===== src/rtl/bin2bcd_if.sv =====
// Request/result bundle between a binary producer and the bin2bcd converter.
interface bin2bcd_if;
  logic       start;
  logic [9:0] bin;
  logic       ready;
  logic       done_tick;
  logic [3:0] bcd3;
  logic [3:0] bcd2;
  logic [3:0] bcd1;
  logic [3:0] bcd0;

  modport master (
    output start, bin,
    input  ready, done_tick, bcd3, bcd2, bcd1, bcd0
  );

  modport slave (
    input  start, bin,
    output ready, done_tick, bcd3, bcd2, bcd1, bcd0
  );
endinterface


===== src/rtl/bin2bcd.sv =====
// 10-bit binary to 4-digit BCD, double-dabble one bit per clock; result and done_tick 10 cycles after accept.
// start is taken only while ready=1 (idle); outputs hold the previous result until the next done_tick.
module bin2bcd (
  input  logic    clk,
  input  logic    reset_n,
  bin2bcd_if.slave bus
);

  typedef enum logic [1:0] {
    IDLE = 2'd0,
    CONV = 2'd1,
    DONE = 2'd2
  } state_t;

  state_t      state;
  logic [3:0]  counter;
  logic [15:0] bcd_shift;
  logic [9:0]  bin_shift;
  logic [15:0] adj;
  logic [15:0] nxt_bcd;

  // Add-3 correction per nibble, then shift in the next binary MSB.
  always_comb begin
    adj = bcd_shift;
    for (int i = 0; i < 4; i++) begin
      if (adj[4*i +: 4] >= 4'd5)
        adj[4*i +: 4] = adj[4*i +: 4] + 4'd3;
    end
    nxt_bcd = (adj << 1) | {15'd0, bin_shift[9]};
  end

  always_ff @(posedge clk) begin
    if (!reset_n) begin
      state         <= IDLE;
      counter       <= 4'd0;
      bcd_shift     <= 16'd0;
      bin_shift     <= 10'd0;
      bus.bcd3      <= 4'd0;
      bus.bcd2      <= 4'd0;
      bus.bcd1      <= 4'd0;
      bus.bcd0      <= 4'd0;
      bus.ready     <= 1'b1;
      bus.done_tick <= 1'b0;
    end else begin
      case (state)
        IDLE: begin
          if (bus.start) begin
            bin_shift <= bus.bin;
            bcd_shift <= 16'd0;
            counter   <= 4'd10;
            state     <= CONV;
            bus.ready <= 1'b0;
          end
        end
        CONV: begin
          bcd_shift <= nxt_bcd;
          bin_shift <= {bin_shift[8:0], 1'b0};
          counter   <= counter - 4'd1;
          // Last iteration: publish the final value on the edge entering DONE.
          if (counter == 4'd1) begin
            state         <= DONE;
            bus.done_tick <= 1'b1;
            {bus.bcd3, bus.bcd2, bus.bcd1, bus.bcd0} <= nxt_bcd;
          end
        end
        DONE: begin
          state         <= IDLE;
          bus.done_tick <= 1'b0;
          bus.ready     <= 1'b1;
        end
        default: begin
          state         <= IDLE;
          bus.done_tick <= 1'b0;
          bus.ready     <= 1'b1;
        end
      endcase
    end
  end

endmodule


===== src/flat_wrapper.sv =====
// flat-port wrapper written by rule: the top's interface ports become plain ports
module bin2bcd_flat 
  (clk, reset_n, bus_start, bus_bin, bus_ready, bus_done_tick, bus_bcd3, bus_bcd2, bus_bcd1, bus_bcd0);
  bin2bcd_if bus_i ();
  input  logic clk;
  input  logic reset_n;
  input wire logic [$bits(bus_i.start)-1:0] bus_start;
  input wire logic [$bits(bus_i.bin)-1:0] bus_bin;
  output wire logic [$bits(bus_i.ready)-1:0] bus_ready;
  output wire logic [$bits(bus_i.done_tick)-1:0] bus_done_tick;
  output wire logic [$bits(bus_i.bcd3)-1:0] bus_bcd3;
  output wire logic [$bits(bus_i.bcd2)-1:0] bus_bcd2;
  output wire logic [$bits(bus_i.bcd1)-1:0] bus_bcd1;
  output wire logic [$bits(bus_i.bcd0)-1:0] bus_bcd0;
  assign bus_i.start = bus_start;
  assign bus_i.bin = bus_bin;
  assign bus_ready = bus_i.ready;
  assign bus_done_tick = bus_i.done_tick;
  assign bus_bcd3 = bus_i.bcd3;
  assign bus_bcd2 = bus_i.bcd2;
  assign bus_bcd1 = bus_i.bcd1;
  assign bus_bcd0 = bus_i.bcd0;
  bin2bcd u_core (.clk(clk), .reset_n(reset_n), .bus(bus_i));
endmodule

===== config.mk =====
export PLATFORM = sky130hd
export DESIGN_NAME = bin2bcd_flat
export DESIGN_NICKNAME = d
export VERILOG_FILES = /design/src/rtl/bin2bcd_if.sv /design/src/rtl/bin2bcd.sv /design/src/flat_wrapper.sv
export SDC_FILE = /design/constraint.sdc
export NUM_CORES = 1
export LEC_CHECK = 0
export ABC_AREA = 1
export BUFFER_PORTS_ARGS = -buffer_cell sky130_fd_sc_hd__clkbuf_2
export CAP_MARGIN = 20
export CORE_UTILIZATION = 51
export DETAILED_ROUTE_END_ITERATION = 8
export PLACE_DENSITY_LB_ADDON = 0.2
export SLEW_MARGIN = 20
export SYNTH_ARGS = -nofsm -noshare
export SYNTH_HDL_FRONTEND = slang
export SYNTH_SLANG_ARGS = --single-unit

===== constraint.sdc =====
create_clock -name clk -period 1.2 [get_ports clk]
set_input_delay 0.36 -clock clk [delete_from_list [all_inputs] [get_ports clk]]
set_output_delay 0.36 -clock clk [all_outputs]
set_load 0.05 [all_outputs]

==> impl_metrics.env <==
export IMPL_run_status="finished with violations"
export IMPL_failed_checks="setup timing"
export IMPL_syn_cell_area_mm2=0.00238
export IMPL_ys_seq_elements=50
export IMPL_postSynth_topFlopCell="sky130_fd_sc_hd__dfxtp_1"
export IMPL_drive_gt1_share_pct=49.6
export IMPL_post_route_drc=0
export IMPL_numPlacedInstances=429
export IMPL_power_per_cell_area_mw_per_mm2=976
export IMPL_final_number_of_setup_violating_endpoints=18
export IMPL_timing_slew_headroom_pct=75.6
export IMPL_post_route_util_pct=82.9
export IMPL_post_route_antenna_net_violation_count=0
export IMPL_post_drt_via_cell_ratio=5.52
export IMPL_first_pass_iters=4
export IMPL_syn_area_per_cell_um2=7.22
export IMPL_drv_max_cap_violation_count=0
export IMPL_post_synth_and_or_nand_nor_area_fraction_pct=27.8
export IMPL_clock_fmax_mhz=778
export IMPL_initial_antenna_violation_count=0
export IMPL_share_seq_of_total_power_pct=49.6
export IMPL_vias_in_the_first_global_route=2316
export IMPL_dpl_hpwl_um=3650
export IMPL_ctsHtreeMaxLevel=2
export IMPL_final_max_slew_violation_count=0
export IMPL_die_height_um=70.4
export IMPL_netSwitchingFraction_pct=27.4
export IMPL_synth_mux_area_fraction_pct=0.840
export IMPL_dr_total_vias=2456
export IMPL_initial_utilization_pct=54.0
export IMPL_die_x_um=70.4
export IMPL_synth_fa_ha_area_share_pct=5.25
export IMPL_tritoncts_clock_tree="yes"
export IMPL_synth_top_cell_area_share_pct=42.0
export IMPL_clk_path_buf_depth=2
export IMPL_root_buffer="sky130_fd_sc_hd__clkbuf_8"
export IMPL_hold_viol_final=0
export IMPL_die_area_mm2=0.00495
export IMPL_crit_path_start_kind="flip-flop"
export IMPL_combinationalPowerShare_pct=17.1
export IMPL_grt_pass1_wl_um=9740
export IMPL_synthesis_yosys_warnings=0
export IMPL_globalRoute_totalOverflow=0
export IMPL_critical_path_required_ns=1.45
export IMPL_timing_final_crit_period_ns=1.29
export IMPL_grt_setup_unrepaired="yes"
export IMPL_cp_end_kind="flip-flop"
export IMPL_antenna_cells=0
export IMPL_io_pins=31
export IMPL_worstReg2RegStart="u_core.state[0]"
export IMPL_ys_top_cells_by_area="sky130_fd_sc_hd__dfxtp_1 (42%), sky130_fd_sc_hd__nand2_1 (16%), sky130_fd_sc_hd__a21oi_1 (8.4%)"
export IMPL_internal_power_uw=2590
export IMPL_grt_max_degree=28
export IMPL_coreArea_mm2=0.00441
export IMPL_synth_top_family_by_area="simple AND/OR/NAND/NOR gates"
export IMPL_regToRegEndpoint="u_core.bus.bcd2[0]"
export IMPL_peak_supply_drop_mv=0.880
export IMPL_worstSetupStartpoint="u_core.state[0]"
export IMPL_route_final_wire_length_um=7230
export IMPL_synth_async_sr_flop_share_pct=0
export IMPL_synth_cells=330
export IMPL_yosysSeqAreaShare_pct=42.0
export IMPL_synth_edff_count=0
export IMPL_yosys_area_share_xor_xnor_pct=0
export IMPL_worst_setup_path_type="reg2reg"
export IMPL_filler_cells=254
export IMPL_gr_usage_all_layers_pct=24.8
export IMPL_layout_nets=415
export IMPL_buffer_ports_inserted=30
export IMPL_final_min_period_over_clock_period_pct=107
export IMPL_cts_clk_slew_worst_paths_ns=0.08
export IMPL_cell_type_with_the_largest_total_area_after_synthesis="sky130_fd_sc_hd__dfxtp_1"
export IMPL_initialDrtViolationCount=145
export IMPL_layout_setup_ws_ns=-0.0855
export IMPL_area_growth_synth_to_final_pct=53.4
export IMPL_power_clock_fraction_pct=33.2
export IMPL_critical_path_endpoint="u_core.bus.bcd2[0]"
export IMPL_sw_pwr_uw=979
export IMPL_post_synth_num_cell_types=25
export IMPL_layoutNonFillerInstCount=445
export IMPL_tightest_slew_ns=0.366
export IMPL_timing_reg2reg_worst_path_depth=7
export IMPL_synth_compound_area_share_pct=13.5
export IMPL_std_cell_rows=24
export IMPL_syn_nets=353
export IMPL_clock_skew_final_ns=0.00887
export IMPL_clock_latency_ns=0.31
export IMPL_cts_inserted_buffers=5
export IMPL_power_leakage_uw=0.00173
export IMPL_cts_sinks=50
export IMPL_worst_ep_arrival_time_ns=1.54
export IMPL_critPathMaxFanout=5
export IMPL_route_detailed_wl_per_inst_um=16.3
export IMPL_min_delay_path_class="in2reg"
export IMPL_slack_of_the_worst_reg_to_reg_path_ns=-0.09
export IMPL_routability_congestion_estimate_from_global_placement=0.887
## placed cells by master (no fill, tap or decap), drive strengths merged
cell    netlist  routed
ha           10      10
buf          10      51
bufinv        0       1
a211oi        1       1
clkbuf        3      23
nand3        26      26
o21ai         8       8
dfxtp        50      50
inv          43      43
a21oi        40      40
o21a          1       1
nand4        10      10
clkinv        0       1
mux2i         2       2
nor3          1       1
a22oi         9       9
nand2       102     102
nor2         14      14
## worst min-delay path by stage
stage	startpoint	end	slack, ns	cells after the start
3_3_place_gp	u_core.bus.ready	u_core.bus.ready	0.43	2
3_5_place_dp	u_core.bus.ready	u_core.bus.ready	0.44	2
6_report	bus_bin[0]	u_core.bin_shift[0]	0.29	3
4_1_cts	bus_bin[0]	u_core.bin_shift[0]	0.30	3
5_1_grt	bus_bin[0]	u_core.bin_shift[0]	0.30	3
2_1_floorplan	u_core.bin_shift[9]	u_core.bus.bcd0[0]	0.44	2
## synthesized netlist by cell type, types with 2 or more instances
master,n
sky130_fd_sc_hd__nor2_1,13
sky130_fd_sc_hd__buf_2,4
sky130_fd_sc_hd__nand4_1,9
sky130_fd_sc_hd__ha_1,10
sky130_fd_sc_hd__clkbuf_1,3
sky130_fd_sc_hd__nand3_1,25
sky130_fd_sc_hd__inv_2,4
sky130_fd_sc_hd__a21oi_1,40
sky130_fd_sc_hd__buf_6,4
sky130_fd_sc_hd__inv_1,38
sky130_fd_sc_hd__a22oi_1,9
sky130_fd_sc_hd__mux2i_1,2
sky130_fd_sc_hd__nand2_1,101
sky130_fd_sc_hd__o21ai_0,8
sky130_fd_sc_hd__dfxtp_1,50
## critical path, stage by stage (launching register included)
cell,delay [ns]
sky130_fd_sc_hd__dfxtp_2,0.34
sky130_fd_sc_hd__inv_2,0.05
sky130_fd_sc_hd__nor2_4,0.15
sky130_fd_sc_hd__nand4_4,0.21
sky130_fd_sc_hd__buf_6,0.20
sky130_fd_sc_hd__a21oi_2,0.15
sky130_fd_sc_hd__nand2_1,0.07
sky130_fd_sc_hd__inv_1,0.06
## final cells by class
class	instances	area, um^2	area share (%)
inverter	43	194	5.30
timing repair buffer	67	678	18.5
timing repair inverter	1	8.76	0.239
tap	52	65.1	1.78
sequential	50	1040	28.4
multi-input combinational	224	1570	42.8
clock inverter	1	30.0	0.821
clock buffer	7	76.3	2.09
## logic make-up after synthesis
group	Yosys count
adder cells (fa/ha/maj)	10
AND/OR/NAND/NOR	153
multiplexers	2
buffers and inverters	56
AO/OA/AOI/OAI	59
flip-flops	50
## power by group through the flow
| stage | registers (uW) | logic [uW] | clock network [uW] |
|---|---|---|---|
| 6_report | 1770 | 612 | 1190 |
| 5_1_grt | 1780 | 658 | 1250 |
| 4_1_cts | 1760 | 521 | 1180 |
| 3_5_place_dp | 1790 | 471 | 0 |
| 3_3_place_gp | 1790 | 466 | 0 |
| 2_1_floorplan | 1850 | 263 | 0 |
## registers in the layout (all words and copies together) (netlist names)
name,cells
u_core.bus.bcd2,4
u_core.bus.bcd1,4
u_core.bus.done_tick,1
u_core.state,2
u_core.bus.ready,1
u_core.bin_shift,10
u_core.bus.bcd3,4
u_core.bcd_shift,16
u_core.counter,4
u_core.bus.bcd0,4
## layer usage
layer | vias up | part of all wire (%) | track usage [%]
met4 | 0 | 3.2 | 16.0
met5 | - | 0 | 0
met2 | 93 | 53 | 42.0
met3 | 26 | 6.1 | 4.62
li1 | 1194 | - | -
met1 | 1143 | 38 | 28.2
## stage by stage
step / setup TNS [ns] / area, um^2 / total power (uW) / setup slack (ns) / hold slack (ns)
finish: -0.500 / 3660 / 3570 / -0.0855 / 0.293
global route: -2.07 / 3660 / 3690 / -0.152 / 0.301
CTS: -0.0179 / 3210 / 3470 / -0.00774 / 0.296
detailed placement: -0.291 / 2800 / 2260 / -0.0469 / 0.437
global placement: -0.0533 / 2800 / 2260 / -0.0265 / 0.430
floorplan: 0 / 2400 / 2110 / 0.0114 / 0.438
## repair_timing
action                                  CTS  global route
pin swaps                                11            46
hold buffers                              0             0
gates resized for setup                  88           121
endpoints found under the setup margin   46            60
buffers inserted                          2             6
gates cloned                              0             2
No activity file was read; power rests on OpenSTA's default activity.
